[src/rtl/pipemem_burst.sv]
// Block-transfer issue stage: turns one load/store-multiple request into a
// stream of per-word strobes for the pipelined memory unit, then waits for it to drain.
module pipemem_burst #(
  parameter int AW = 32
) (
  input  logic          i_clk,
  input  logic          i_rst,
  input  logic          i_stb,
  input  logic          i_op,
  input  logic [AW-1:0] i_addr,
  input  logic [3:0]    i_len,
  input  logic [4:0]    i_reg,
  output logic          o_busy,
  output logic          o_done,
  output logic          o_err,
  output logic [4:0]    o_rdreg,
  input  logic [31:0]   i_rddata,
  output logic          o_pipe_stb,
  output logic          o_op,
  output logic [AW-1:0] o_addr,
  output logic [31:0]   o_data,
  output logic [4:0]    o_oreg,
  input  logic          i_pipe_stalled,
  input  logic          i_mem_busy,
  input  logic          i_mem_err
);

  localparam logic [1:0] S_IDLE  = 2'd0;
  localparam logic [1:0] S_ISSUE = 2'd1;
  localparam logic [1:0] S_GUARD = 2'd2;
  localparam logic [1:0] S_DRAIN = 2'd3;

  logic [1:0]    r_state;
  logic          r_op;
  logic [AW-1:0] r_addr;
  logic [4:0]    r_reg;
  logic [3:0]    r_rem;
  logic          r_done;
  logic          r_err;

  logic w_issue;
  logic w_last;

  // A bus error in the same cycle blocks the strobe, so nothing new enters the memory unit.
  assign w_issue = (r_state == S_ISSUE) && !i_pipe_stalled && !i_mem_err;
  assign w_last  = w_issue && (r_rem == 4'd0);

  always_ff @(posedge i_clk) begin
    if (i_rst) begin
      r_state <= S_IDLE;
      r_op    <= 1'b0;
      r_addr  <= '0;
      r_reg   <= '0;
      r_rem   <= '0;
      r_done  <= 1'b0;
      r_err   <= 1'b0;
    end else begin
      r_done <= 1'b0;
      r_err  <= 1'b0;
      case (r_state)
        S_IDLE: begin
          if (i_stb) begin
            r_op    <= i_op;
            r_addr  <= i_addr;
            r_reg   <= i_reg;
            r_rem   <= i_len;
            r_state <= S_ISSUE;
          end
        end
        S_ISSUE: begin
          if (i_mem_err) begin
            r_err   <= 1'b1;
            r_state <= S_IDLE;
          end else if (w_issue) begin
            r_addr <= r_addr + AW'(1);
            r_reg  <= r_reg + 5'd1;
            r_rem  <= r_rem - 4'd1;
            if (w_last) r_state <= S_GUARD;
          end
        end
        // The memory unit's busy is registered, so it lags the last strobe by a cycle.
        S_GUARD: begin
          if (i_mem_err) begin
            r_err   <= 1'b1;
            r_state <= S_IDLE;
          end else begin
            r_state <= S_DRAIN;
          end
        end
        S_DRAIN: begin
          if (i_mem_err) begin
            r_err   <= 1'b1;
            r_state <= S_IDLE;
          end else if (!i_mem_busy) begin
            r_done  <= 1'b1;
            r_state <= S_IDLE;
          end
        end
        default: r_state <= S_IDLE;
      endcase
    end
  end

  assign o_busy     = (r_state != S_IDLE);
  assign o_done     = r_done;
  assign o_err      = r_err;
  assign o_pipe_stb = w_issue;
  assign o_op       = r_op;
  assign o_addr     = r_addr;
  assign o_rdreg    = r_reg;
  assign o_oreg     = r_reg;
  assign o_data     = i_rddata;

endmodule
[config.mk]
export PLATFORM = sky130hd
export DESIGN_NAME = pipemem_burst
export DESIGN_NICKNAME = d
export VERILOG_FILES = /design/src/rtl/pipemem_burst.sv
export SDC_FILE = /design/constraint.sdc
export NUM_CORES = 1
export LEC_CHECK = 0
export ABC_AREA = 0
export CORE_MARGIN = 2
export CORE_UTILIZATION = 44
export DETAILED_ROUTE_END_ITERATION = 16
export PLACE_DENSITY_LB_ADDON = 0.08
export SYNTH_ARGS = -nofsm -noshare
export SYNTH_HDL_FRONTEND = slang
export SYNTH_SLANG_ARGS = --single-unit
[constraint.sdc]
create_clock -name i_clk -period 6.6 [get_ports i_clk]
set_input_delay 0.66 -clock i_clk [delete_from_list [all_inputs] [get_ports i_clk]]
set_output_delay 0.66 -clock i_clk [all_outputs]
set_load 0.01 [all_outputs]
======== After elaboration in Yosys (flattened, before gate mapping) ========
Cells that the tools add are included.
word-level totals
  flip-flop bits (word level) ............. 46
  word-level logic and storage cells ...... 58
operators by class
  $add $sub $neg .......................... 3
  eq/ne operators ......................... 9
  muxes and demuxes ....................... 22
  bitwise operators ....................... 2
  reduce and logical (&&, ||, !) cells .... 15
operators by type and width
  operator                                                             number
  32-bit two-way mux                                                   3
  32-bit case mux with 2 select lines                                  1
  32-bit by 1-bit adder with 32-bit output (second input constant)     1
  5-bit two-way mux                                                    3
  2-bit two-way mux                                                    7
  4-bit two-way mux                                                    3
  5-bit case mux with 2 select lines                                   1
  3-bit != test (second input constant)                                3
  2-bit case mux with 4 select lines                                   1
  4-bit case mux with 2 select lines                                   1
  4-bit AND reduction                                                  2
  2-bit != test (second input constant)                                3
  3-bit OR reduction                                                   2
  5-bit by 1-bit adder with 5-bit output (second input constant)       1
  2-bit == test (second input constant)                                2
  4-bit zero test                                                      1
  2-bit nonzero test                                                   2
  4-bit by 1-bit subtractor with 4-bit output (second input constant)  1
  1-bit logical AND                                                    3
  2-bit by 1-bit == test with 1-bit output (second input constant)     1
  1-bit zero test                                                      2
  2-bit zero test                                                      1
  1-bit two-way mux                                                    2
  1-bit inverter                                                       2
  other kinds (2)                                                      2

======== Depth between registers and ports, before layout ========
  word-level depth ........................ 8
  depth in mapped cells ................... 8
  gate-level depth less buffers ........... 6

======== Worst setup path before layout ========
No wires, ideal clock.
  path type ............................... reg2reg
  start ................................... register r_addr[4], in the netlist o_addr[4]
  end ..................................... register r_addr[31], in the netlist o_addr[31]
  library setup time ...................... 0.074 ns
  data arrival time ....................... 2.202 ns
  required time ........................... 6.526 ns
  slack ................................... 4.324 ns
  stages on the path, launching flop included .. 7
  period minus slack after synthesis ...... 2.276 ns
  cells stage by stage .................... dfxtp_1 > nand3_2 > or4_4 > or3_1 > buf_2 > or4_1 > a31oi_1
between the ends
  longest elaborated chain between the ends .. 4
ends and longest elaborated chain
  item                                      line  text
  start: declaration                        35    logic [AW-1:0] r_addr;
  start signal: assignment                  64    r_addr <= i_addr;
  start signal: assignment                  75    r_addr <= r_addr + AW'(1);
  32-bit by 1-bit adder with 32-bit output  75
  32-bit two-way mux                        74    end else if (w_issue) begin
  32-bit two-way mux                        71    if (i_mem_err) begin
  32-bit case mux with 2 select lines       60    case (r_state)
Every way passes these cells. The select of a mux whose other input is x is not followed.
A chain may end at the register's enable or synchronous reset.

======== Final worst setup path ========
  start ................................... register r_state[1]
  end ..................................... output port o_pipe_stb
between the ends
  longest elaborated chain between the ends .. 3
ends and longest elaborated chain
  item                                      line  text
  start: declaration                        33    logic [1:0] r_state;
  start signal: assignment                  50    r_state <= S_IDLE;
  start signal: assignment                  67    r_state <= S_ISSUE;
  start signal: assignment                  73    r_state <= S_IDLE;
  2-bit by 1-bit == test with 1-bit output  45    assign w_issue = (r_state == S_ISSUE) && !i_pipe_stalled && !i_mem_err;
  1-bit logical AND (2 in series)           45
  end: declaration                          18    output logic o_pipe_stb,
Every way passes these cells.

==> flow_metrics.env <==
export IMPL_root_buffer="clkbuf_8"
export IMPL_synth_top_area_share=0.2916
export IMPL_cts_made_buffers=5
export IMPL_cap_violations=0
export IMPL_worstSetupPathType="reg2out"
export IMPL_synth_top_cells_by_count="54 x nand2_1, 46 x dfxtp_1, 38 x buf_4"
export IMPL_synth_area_top_cells="dfxtp_1 29%, buf_4 9.0%, nand2_1 6.4%"
export IMPL_drc_errors=0
export IMPL_syn_avg_cell_area_um2=7.344
export IMPL_crit_chain="nand2b_2 -> buf_4 -> or3_1 -> inv_1 -> clkdlybuf4s50_1"
export IMPL_crit_slowest_cell="buf_4"
export IMPL_drtIter0Drc=181
export IMPL_cts_repair_resized=0
export IMPL_ys_async_sr_fraction=0
export IMPL_synth_cells=430
export IMPL_final_min_clock_period_ps=3061
export IMPL_critPathArrivalTime_ps=2400
export IMPL_slowest_delay_ps=530
export IMPL_r2r_slack_ps=4140
export IMPL_drive_above_1_share=0.06170
export IMPL_p_leak_nw=1.302
export IMPL_setup_tns_ps=0
export IMPL_dr_pass1_iters=5
export IMPL_boundaryPins=159
export IMPL_final_period_utilization=0.4637
export IMPL_cts_sinks=46
export IMPL_antenna_found_initial=0
export IMPL_postLayoutCellArea_mm2=0.003939
export IMPL_cts_buffer_depth=2
export IMPL_yosysMostFrequentCell="nand2_1"
export IMPL_ant_nets=0
export IMPL_nNetsFinal=553
export IMPL_grt_pass1_vias=3007
export IMPL_slew_violations=0
export IMPL_routed_wl_um=8830
export IMPL_gp_congestion=0.8262
export IMPL_netlist_area_mm2=0.003158
export IMPL_status="completed"
export IMPL_core_region_area_mm2=0.006869
export IMPL_setup_violations=0
export IMPL_cts_tree="done"
export IMPL_ctsHoldBuffers=0
export IMPL_ys_seq_area_frac=0.2916
export IMPL_area_growth_pct=24.72
export IMPL_max_freq_ghz=0.3267
export IMPL_start_util=0.4597
export IMPL_yosys_warnings=0
export IMPL_detail_route_wl_per_cell_um=15.60
export IMPL_finalHoldViolCount=0
export IMPL_grt_max_degree=71
export IMPL_fp_row_count=30
export IMPL_max_slew_margin=0.4118
export IMPL_rsz0062_at_grt="no"
export IMPL_clock_skew_ps=6.692
export IMPL_worstPathRequired_ps=5940
export IMPL_worstSkewPairLatency_ps=300
export IMPL_critPathLaunchType="register"
export IMPL_synth_edff_count=0
export IMPL_fillCellCount=661
export IMPL_diodes=0
export IMPL_grt_usage=0.2239
export IMPL_place_hpwl_um=5941
export IMPL_cp_max_fo=70
export IMPL_place_area_mm2=0.003844
export IMPL_worstMarginPinSlew_ps=874.2
export IMPL_die_w_um=88.72
export IMPL_grt_first_pass_wirelength_um=14090
export IMPL_post_cts_buffers=0
export IMPL_synth_largest_area_cell="dfxtp_1"
export IMPL_hold_path_class="reg2reg"
export IMPL_synth_cell_types=58
export IMPL_grt_remaining_overflow=0
export IMPL_pre_cts_ws_ps=3566
export IMPL_vdd_drop_max_mv=0.1038
export IMPL_yosys_register_bits=46
export IMPL_routed_via_count=3196
export IMPL_fin_ws_ps=3539
export IMPL_h_tree_depth=2
export IMPL_portBuffers=94
export IMPL_yosys_most_used_dff="dfxtp_1"
export IMPL_endpoint_kind="output port"
export IMPL_synth_fp_nets=514
export IMPL_critical_path_top_delay_family="buffers and inverters"
export IMPL_die_h_um=88.72
export IMPL_path_clk_slew_ps=90
export IMPL_fp_dieArea_mm2=0.007871
export IMPL_crit_buf_inv=3
export IMPL_p_per_area_mw_per_mm2=190.5
export IMPL_vias_per_cell=5.647
-- power breakdown --
group,internal [W],switching [W]
Clock,0.0000844,0.000103
Sequential,0.000303,0.0000373
Combinational,0.000115,0.000108
Total,0.000502,0.000248
-- cell families (layout without fill, tap and decap cells) --
group,count (synthesis),count (layout),synth area share
buffers and inverters,77,117,0.1454
AO/OA/AOI/OAI,114,114,0.2318
flip-flops,46,46,0.2916
AND/OR/NAND/NOR,187,187,0.3090
multiplexers,2,2,0.006339
adder cells (fa/ha/maj),4,4,0.01585
-- flip-flops by register name (all words and copies together) (netlist names) --
name,cells
o_done,1
o_err,1
r_state,2
o_op,1
o_addr,32
o_oreg,5
r_rem,4
-- cell usage in the layout, fill, tap and decap left out, types with 2 or more instances in the layout --
master | synthesis | layout
o21a_1 | 2 | 2
buf_4 | 38 | 5
nand2b_1 | 4 | 3
o21bai_1 | 2 | 2
nand2_1 | 54 | 54
or4_1 | 4 | 4
and2_1 | 8 | 8
o211ai_1 | 4 | 4
a311oi_1 | 4 | 4
nand4b_1 | 2 | 2
a211oi_1 | 7 | 7
a41oi_1 | 2 | 2
o31ai_1 | 4 | 4
ha_1 | 4 | 4
nor4_1 | 7 | 7
nor2_1 | 29 | 29
dfxtp_1 | 46 | 46
a21oi_1 | 30 | 30
a22oi_1 | 4 | 4
a31oi_1 | 13 | 13
nand3b_1 | 4 | 4
clkdlybuf4s50_1 | 0 | 94
nand3_1 | 20 | 20
nor2b_1 | 6 | 5
and3_1 | 5 | 5
nand4_1 | 10 | 10
and3_2 | 2 | 2
nor3_1 | 11 | 11
clkbuf_8 | 0 | 6
or2_2 | 4 | 4
nor3b_1 | 3 | 3
inv_1 | 10 | 10
mux2i_1 | 2 | 2
or3_1 | 7 | 7
o32ai_1 | 5 | 5
o21ai_0 | 25 | 25
-- stage by stage --
stage	power [W]	utilization	instances	hold slack, ps
after floorplan	0.0004845	-	430	460.0
after global placement	0.0005654	0.5596	558	446.3
after detailed placement	0.0005688	0.5596	558	453.2
after CTS	0.0007536	0.5734	566	466.6
after global routing	0.0007921	0.5734	566	517.3
final	0.0007505	0.5734	566	464.9
-- path summary, 6_finish.rpt --
check,from,to,depth (start not counted)
setup / recovery,r_state[1],o_pipe_stb,5
hold / removal,o_op,o_op,2
setup reg to reg,o_addr[4],o_addr[31],5
hold reg to reg,o_op,o_op,2
-- cell type report --
class,count,area [um^2],share of cell area
repair buffers,99,978.4,0.2484
inverters,10,37.54,0.009530
flip-flops and latches,46,920.9,0.2338
multi-input cells,307,1787,0.4536
well taps,96,120.1,0.03050
clock inverters,2,12.51,0.003177
clock buffers,6,82.58,0.02097
-- routing by layer --
| metal | global-route usage | up-vias | wire length, um |
|---|---|---|---|
| li1 | - | 1601 | - |
| met1 | 0.3017 | 1488 | 4012 |
| met2 | 0.3772 | 87 | 4232 |
| met3 | 0.03358 | 20 | 488 |
| met4 | 0.05234 | 0 | 97 |
| met5 | 0 | - | 0 |
-- tightest hold or removal path, delay by kind of cell, from the launching register on --
family / cells / cell delay [ps]
flops: 1 / 320
simple gates: 1 / 50
compound gates: 1 / 50
No activity file was read; power rests on OpenSTA's default activity.
